**src/rtl/vector_deserializer.sv**
```systemverilog
// Packs BEATS narrow input words into one wide vector and presents it on a
// valid/ready output. A second completed vector can wait in the assembly buffer.
module vector_deserializer #(
  parameter int DATAWIDTH = 256,
  parameter int WORDWIDTH = 32,
  localparam int BEATS = DATAWIDTH / WORDWIDTH,
  localparam int CNTW = (BEATS > 1) ? $clog2(BEATS) : 1
) (
  input  logic                 clk_i,
  input  logic                 rst_ni,
  input  logic                 en_i,
  input  logic                 flush_i,
  input  logic                 in_valid_i,
  output logic                 in_ready_o,
  input  logic [WORDWIDTH-1:0] in_data_i,
  output logic                 out_valid_o,
  input  logic                 out_ready_i,
  output logic [DATAWIDTH-1:0] out_data_o,
  output logic [CNTW-1:0]      beat_cnt_o,
  output logic                 busy_o
);

  generate
    if ((DATAWIDTH % WORDWIDTH) != 0 || BEATS < 1) begin : g_width_check
      $error("DATAWIDTH must be a nonzero integer multiple of WORDWIDTH");
    end
  endgenerate

  logic [CNTW-1:0]      cnt_q;
  logic [DATAWIDTH-1:0] asm_q;
  logic [DATAWIDTH-1:0] asm_wr;
  logic [DATAWIDTH-1:0] out_data_q;
  logic                 asm_full_q;
  logic                 out_valid_q;
  logic                 in_fire;
  logic                 out_fire;
  logic                 last_beat;
  logic                 slot_free;

  // Handshakes: a beat/vector transfers on a rising clk_i edge where both
  // valid and ready are high; valid, once high, holds with stable data until
  // it transfers (only en_i low or reset withdraw it).
  assign in_ready_o  = rst_ni & en_i & ~flush_i & ~asm_full_q;
  assign out_valid_o = out_valid_q & en_i;
  assign out_data_o  = out_data_q;
  assign beat_cnt_o  = cnt_q;
  assign busy_o      = (cnt_q != '0) | asm_full_q | out_valid_q;

  assign in_fire   = in_valid_i & in_ready_o;
  assign out_fire  = out_valid_o & out_ready_i;
  assign last_beat = (cnt_q == CNTW'(BEATS - 1));
  assign slot_free = ~out_valid_q | out_fire;

  // Assembly buffer with the current beat merged into its slice.
  always_comb begin
    asm_wr = asm_q;
    for (int k = 0; k < BEATS; k++) begin
      if (cnt_q == CNTW'(k)) asm_wr[k*WORDWIDTH +: WORDWIDTH] = in_data_i;
    end
  end

  always_ff @(posedge clk_i or negedge rst_ni) begin
    if (!rst_ni) begin
      cnt_q       <= '0;
      asm_q       <= '0;
      asm_full_q  <= 1'b0;
      out_valid_q <= 1'b0;
      out_data_q  <= '0;
    end else if (!en_i) begin
      cnt_q       <= '0;
      asm_q       <= '0;
      asm_full_q  <= 1'b0;
      out_valid_q <= 1'b0;
      out_data_q  <= '0;
    end else begin
      if (asm_full_q && out_fire) begin
        out_data_q <= asm_q;
        asm_q      <= '0;
        asm_full_q <= 1'b0;
      end else if (out_fire) begin
        out_valid_q <= 1'b0;
      end

      // in_fire implies !asm_full_q, so this never collides with the drain above.
      if (in_fire) begin
        if (last_beat) begin
          cnt_q <= '0;
          if (slot_free) begin
            out_data_q  <= asm_wr;
            out_valid_q <= 1'b1;
            asm_q       <= '0;
          end else begin
            asm_q      <= asm_wr;
            asm_full_q <= 1'b1;
          end
        end else begin
          cnt_q <= cnt_q + CNTW'(1);
          asm_q <= asm_wr;
        end
      end else if (flush_i && !asm_full_q) begin
        cnt_q <= '0;
        asm_q <= '0;
      end
    end
  end

endmodule

```
**config.mk**
```make
export PLATFORM = sky130hd
export DESIGN_NAME = vector_deserializer
export DESIGN_NICKNAME = d
export VERILOG_FILES = /design/src/rtl/vector_deserializer.sv
export SDC_FILE = /design/constraint.sdc
export NUM_CORES = 1
export LEC_CHECK = 0
export CORE_MARGIN = 1
export CORE_UTILIZATION = 31
export DETAILED_ROUTE_END_ITERATION = 6
export GPL_TIMING_DRIVEN = 0
export SLEW_MARGIN = 0
export SYNTH_ARGS = -nofsm -noshare
export SYNTH_HDL_FRONTEND = slang
export SYNTH_SLANG_ARGS = --single-unit
```
**constraint.sdc**
```tcl
create_clock -name clk_i -period 2.3 [get_ports clk_i]
set_input_delay 0.46 -clock clk_i [delete_from_list [all_inputs] [get_ports clk_i]]
set_output_delay 0.46 -clock clk_i [all_outputs]
set_load 0.02 [all_outputs]
```
After elaboration in Yosys (flattened, before gate mapping)

Cells that the tools add are included.

Register bits: 517
Bits in latches: 0
Bits in writable memories: 0
ROM bits: 0
Input bits: 38
Output and inout port bits: 262
Word-level logic and storage cells: 66
Memories: 0

Add/sub/neg operators: 1
$mul: 0
Divide/modulo/power cells: 0
$lt $le $gt $ge: 0
Equality and inequality tests: 9
Shift operators: 0
Muxes and demuxes: 34
Bitwise gates (word level): 12
Reductions and logical operators: 5

Operator list:

| kind                | number |
|---|---|
| $mux 256            | 11 |
| $mux 32             | 8 |
| $eq 3x3->1 const B  | 4 |
| $mux 3              | 4 |
| $mux 1              | 11 |
| $and 1x1->1         | 6 |
| $eq 3x2->1 const B  | 2 |
| $ne 4x1->1 const B  | 1 |
| $add 3x1->3 const B | 1 |
| $eq 3x1->1 const B  | 1 |
| $logic_not 3->1     | 1 |
| $ne 3x1->1 const B  | 1 |
| $not 1->1           | 3 |
| $or 1x1->1          | 3 |
| $reduce_bool 3->1   | 1 |
| $logic_and 1x1->1   | 2 |
| $logic_not 1->1     | 1 |

Longest topological paths before layout

Depth after elaboration: 8
Mapped depth: 8
Mapped depth without buffers: 6

Least setup slack after synthesis

No wires, ideal clock.

Path kind: register to register
Start point: register cnt_q[0] (netlist: beat_cnt_o[0])
End point: register asm_q[225]
Arrival time: 2.031 ns
Required time: 2.179 ns
Setup slack: 0.148 ns
Stages on the path, launching flop included: 9
Period minus slack after synthesis: 2.152 ns
Cells stage by stage: dfrtp_1 > ha_1 > ha_1 > buf_2 > inv_1 > o211ai_1 > o21ai_1 > clkbuf_1 > a22o_1

Word-level cells in the longest chain between the ends: 6

Ends and longest elaborated chain:

| element                | line   | RTL |
|---|---|---|
| start, declared        | 29     | `logic [CNTW-1:0] cnt_q;` |
| start signal, assigned | 97     | `cnt_q <= cnt_q + CNTW'(1);` |
| $eq 3x3->1 *           | 51, 58 |  |
| $mux 32                | 58     | `if (cnt_q == CNTW'(k)) asm_wr[k*WORDWIDTH +: WORDWIDTH] = in_data_i;` |
| $mux 256               | 88     | `if (slot_free) begin` |
| $mux 256 *             | 86     | `if (last_beat) begin` |
| $mux 256 *             | 85     | `if (in_fire) begin` |
| $mux 256 *             | 69     | `end else if (!en_i) begin` |
| end signal, assigned   | 93     | `asm_q <= asm_wr;` |
| end signal, assigned   | 98     | `asm_q <= asm_wr;` |
| end, declared          | 30     | `logic [DATAWIDTH-1:0] asm_q;` |

Mark *: on every way between the ends. The rest lies on a longest branch, timed or not.
A chain may end at the register's enable or synchronous reset.

Worst setup path in the final report

Start point: register cnt_q[1] (netlist: beat_cnt_o[1])
End point: output port busy_o

Word-level cells in the longest chain between the ends: 3

Ends and longest elaborated chain:

| element                 | line | RTL |
|---|---|---|
| $reduce_bool 3->1       | 47   | `assign busy_o = (cnt_q != '0) \| asm_full_q \| out_valid_q;` |
| $or 1x1->1 (2 in a row) | 47   |  |
| end, declared           | 20   | `output logic busy_o` |

No other way between the ends.

==> reports/metrics.sh <==
RUN_STATUS='finished, violations left'
FAILED_CHECKS='setup timing'
TIMING.FINAL.CRIT_SHARE_PCT=112.3
SYNTH.YOSYS.SEQ_AREA_SHARE_PCT=51.89
REPORT.FINAL.SLEW_VIOL_COUNT=0
MAX_FREQ_MHz=387.0
TIMING.FINAL.HOLD_VIOLATIONS=0
GLOBALROUTEOVERFLOWTOTAL=0
GRT.MET1_USAGE_PCT=32.54
SYNTH-SEQ-CELLS=517
SETUP_TNS_NS=-0.2861
DRT-VIAS-PER-INSTANCE=5.667
COMBINATIONAL_FAMILY_WITH_THE_MOST_AREA_AFTER_SYNTHESIS='compound AO/OA/AOI/OAI gates'
GRT_USE_MET3_PCT=5.287
DRT_FIRST_PASS_ITERS=5
INITIAL_UTILIZATION_PCT=31.45
CRITICAL_PATH.ENDPOINT_TYPE='primary output'
PLACEABLECOREAREA_SQ_MM=0.07926
TOTAL_POWER_DENSITY_PER_CELL_AREA_mW_PER_MM2=615.5
GRT_MOST_USED_LAYER='met2'
LAYOUT_MIN_CYCLE_TIME_NS=2.584
CRITPATHMAXFANOUT=4
CTS_BUFFER_DEPTH=3
DESIGN.FINAL.NETS=2974
FINALINSTANCEAREA_SQ_MM=0.03258
SYN_INST=2538
CP-START-KIND='flip-flop'
CTS_HTREE_LEVELS=2
WORST-ENDPOINT-REQUIRED_NS=1.84
WORSTSETUPPATHTYPE='reg2out'
ROUTE.FINAL.WIRE_LENGTH_UM=102600
WIRE_LENGTH_OF_THE_FIRST_GLOBAL_ROUTING_PASS_UM=150100
PLACEMENTROWS=103
POSTSYNTHNETCOUNT=2583
BOUNDARYPINS=300
ROUTABILITYCONGESTION=0.8924
FILLERS=7744
DRC=0
CLOCK_PIN_TRANSITION_ON_THE_WORST_SETUP_AND_HOLD_TIMING_PATHS_NS=0.06
SYNTH_COMPOUND_AREA_SHARE_PCT=21.02
SYNTHESIS.YOSYS.WARNINGS=0
POST_SYNTHESIS_MUX_AREA_SHARE_PCT=4.336
SLEW-LIMIT-HEADROOM_PCT=27.80
CTS_MADE_BUFFERS=56
SETUP_WS_NS=-0.2840
CLOCK_ROOT_BUFFER='sky130_fd_sc_hd__clkbuf_16'
SYNTH-ADDER-AREA-SHARE_PCT=0.3513
PLACEMENT.CELL_AREA_SQ_MM=0.02937
FINAL_HPWL_DP_UM=73240
DIE_SPAN_X_UM=285.6
CHIPHEIGHT_UM=285.6
REPORT.POWER.TOTAL_mW=20.05
MAX_CAP_VIOLATIONS=0
CTS_NUM_SINKS=517
MIN-DELAY-PATH-CLASS='in2async'
GROUTE.USAGE.OVERALL_PCT=24.57
SHARE_OF_LAYOUT_CELLS_ABOVE_DRIVE_STRENGTH_1_PCT=15.97
MAPPEDNETLISTAREA_SQ_MM=0.02493
LARGEST_CLOCK_SKEW_IN_THE_FINAL_DESIGN_NS=0.03321
ROUTE.VIAS.TOTAL=22810
IO_BUFFERS=298
TRITONCTS='done'
ROUTE.DETAILED.WL_PER_INST_UM=25.49
DIEAREA_SQ_MM=0.08156
P_LEAK_nW=13.05
VDD_IR_DROP_MAX_mV=0.6543
GRT_MAX_DEGREE=117
DRT_FIRST_ITER_VIOLATIONS=2302
GRT_PASS1_VIAS=22271
LATER_PIN_CLOCK_LATENCY_IN_THE_SKEW_REPORT_NS=0.65
SYNTHESIS.AREA_PER_INSTANCE_SQ_UM=9.823
GRT_SETUP_UNREPAIRED='true'
HOLDWS_NS=0.03449
REMAINING_NUMBER_OF_NETS_FLAGGED_BY_THE_ANTENNA_CHECK_AFTER_ROUTING=0
GRT_USE_MET2_PCT=40.03
CP_DATA_ARRIVAL_TIME_NS=2.12
GRT_ANTENNA_BEFORE_REPAIR=1
SYNTHXORXNORAREAFRAC_PCT=0
WORST-SLEW-PIN-TRANSITION_NS=1.083
AREA_GROWTH_PCT=30.69
SYNTH_SIMPLE_GATE_AREA_SHARE_PCT=17.41
R2R_SLACK_NS=0.01
SYNTH_CELL_TYPE_COUNT=38
REPORT.FINAL.SETUP_VIOL=2
==> metal layers <==
metal | vias to the layer above | routed length (um)
met2 | 1094 | 48040
met4 | 2 | 3089
met1 | 11513 | 42070
met3 | 170 | 9401
met5 | - | 13
li1 | 10031 | -
==> logic make-up (layout without fill, tap and decap cells) <==
kind of cell / count (synthesis) / count (layout)
AOI/OAI and AO/OA: 598 / 598
adders and majority gates: 7 / 7
buffers and inverters: 296 / 732
DFF: 517 / 517
muxes: 96 / 96
other: 0 / 1
and+or+nand+nor: 1024 / 1024
==> cell usage in the layout, fill, tap and decap left out, types with 59 or more instances in the layout <==
cell type	n
sky130_fd_sc_hd__nand2_1	742
sky130_fd_sc_hd__a32o_1	97
sky130_fd_sc_hd__a22o_1	64
sky130_fd_sc_hd__and3_1	97
sky130_fd_sc_hd__o2bb2ai_1	97
sky130_fd_sc_hd__a211oi_1	59
sky130_fd_sc_hd__clkbuf_1	103
sky130_fd_sc_hd__mux2_2	96
sky130_fd_sc_hd__clkdlybuf4s50_1	290
sky130_fd_sc_hd__nor2b_1	63
sky130_fd_sc_hd__a311oi_1	236
sky130_fd_sc_hd__clkbuf_2	64
sky130_fd_sc_hd__nor2_1	96
sky130_fd_sc_hd__dfrtp_1	516
==> what timing repair did <==
| action | CTS | global route |
|---|---|---|
| setup endpoints to repair | 522 | 489 |
| buffers inserted | 11 | 9 |
| pin swaps | 5 | 11 |
| cloned | 9 | 1 |
| hold endpoints to repair | 30 | 0 |
| gates resized for setup | 138 | 191 |
| hold buffers | 6 | 0 |
==> power by group <==
| group | internal [mW] | switching (mW) |
|---|---|---|
| sequential | 9.11 | 0.0123 |
| clock | 5.70 | 4.01 |
| combinational | 0.354 | 0.873 |
==> worst max-delay path: stages, from the launching register on <==
cell and delay, ns:
sky130_fd_sc_hd__dfrtp_1 0.43, sky130_fd_sc_hd__inv_2 0.11, sky130_fd_sc_hd__ha_4 0.14, sky130_fd_sc_hd__nand2b_1 0.06, sky130_fd_sc_hd__buf_6 0.13, sky130_fd_sc_hd__buf_8 0.11, sky130_fd_sc_hd__or3_4 0.35, sky130_fd_sc_hd__buf_6 0.15
==> state kept, by name, summed over array words and instances, names as in the netlist <==
register,count
asm_full_q,1
asm_q,256
beat_cnt_o,3
out_data_o,256
out_valid_q,1
==> worst paths after layout <==
| path | start | endpoint | depth (start not counted) |
|---|---|---|---|
| worst max-delay path | beat_cnt_o[1]$_DFFE_PN0P_ | busy_o | 7 |
| worst min-delay path | rst_ni | asm_q[53]$_DFFE_PN0P_ | 3 |
| worst max register to register | beat_cnt_o[1]$_DFFE_PN0P_ | asm_q[201]$_DFFE_PN0P_ | 11 |
| worst min register to register | asm_q[255]$_DFFE_PN0P_ | asm_q[255]$_DFFE_PN0P_ | 1 |
| max in group asynchronous | rst_ni | out_data_o[85]$_DFF_PN0_ | 3 |
| min in group clk_i | en_i | beat_cnt_o[2]$_DFFE_PN0P_ | 3 |
==> metrics by stage <==
stage / cells / worst slack, ns / utilization (%)
detailed placement: 3891 / -2.096 / 37.06
floorplan: 2538 / 0.1479 / -
finish: 4025 / -0.2840 / 41.11
CTS: 4017 / -0.2741 / 40.44
global route: 4024 / -0.3040 / 41.10
global placement: 3886 / -23.20 / 36.88
==> cell usage after synthesis <==
cell type	instances	area, sq um
sky130_fd_sc_hd__a211oi_1	64	480.5
sky130_fd_sc_hd__a21boi_2	1	11.26
sky130_fd_sc_hd__a21o_1	1	7.510
sky130_fd_sc_hd__a21oi_1	2	10.01
sky130_fd_sc_hd__a21oi_2	1	8.760
sky130_fd_sc_hd__a22o_1	64	560.5
sky130_fd_sc_hd__a311oi_1	256	2242
sky130_fd_sc_hd__a31oi_1	1	6.260
sky130_fd_sc_hd__a32o_1	99	991.0
sky130_fd_sc_hd__and2_1	6	37.54
sky130_fd_sc_hd__and3_1	98	613.1
sky130_fd_sc_hd__and4_1	1	8.760
sky130_fd_sc_hd__buf_1	4	15.01
sky130_fd_sc_hd__buf_2	103	515.5
sky130_fd_sc_hd__buf_4	1	7.510
sky130_fd_sc_hd__clkbuf_1	181	679.4
sky130_fd_sc_hd__clkinv_1	1	3.750
sky130_fd_sc_hd__dfrtp_1	517	12940
sky130_fd_sc_hd__ha_1	7	87.58
sky130_fd_sc_hd__inv_1	6	22.52
sky130_fd_sc_hd__mux2_2	96	1081
sky130_fd_sc_hd__nand2_1	746	2800
sky130_fd_sc_hd__nand2b_1	4	25.02
sky130_fd_sc_hd__nand4_2	1	12.51
sky130_fd_sc_hd__nand4b_4	1	23.77
sky130_fd_sc_hd__nand4bb_1	1	11.26
sky130_fd_sc_hd__nor2_1	99	371.6
sky130_fd_sc_hd__nor2b_1	63	394.1
sky130_fd_sc_hd__nor3_2	1	10.01
sky130_fd_sc_hd__nor3b_4	1	18.77
sky130_fd_sc_hd__nor4_1	1	6.260
sky130_fd_sc_hd__o211ai_1	2	15.01
sky130_fd_sc_hd__o21a_1	1	7.510
sky130_fd_sc_hd__o21ai_0	2	10.01
sky130_fd_sc_hd__o21ai_1	5	25.02
sky130_fd_sc_hd__o2bb2ai_1	98	858.3
sky130_fd_sc_hd__o31ai_1	1	7.510
sky130_fd_sc_hd__or3_1	1	6.260
==> area by class of cell <==
class / instances / area [sq um] / share of cell area [%]
Antenna cell: 1 / 2.502 / 0.007681
Buffer: 283 / 1612 / 4.946
Clock buffer: 81 / 1667 / 5.115
Clock inverter: 22 / 299.0 / 0.9179
Inverter: 7 / 28.78 / 0.08833
Multi-Input combinational cell: 1725 / 11040 / 33.88
Sequential cell: 517 / 12940 / 39.71
Tap cell: 1050 / 1314 / 4.032
Timing Repair Buffer: 339 / 3682 / 11.30
Note: power is estimated with default switching activity, not from simulation.
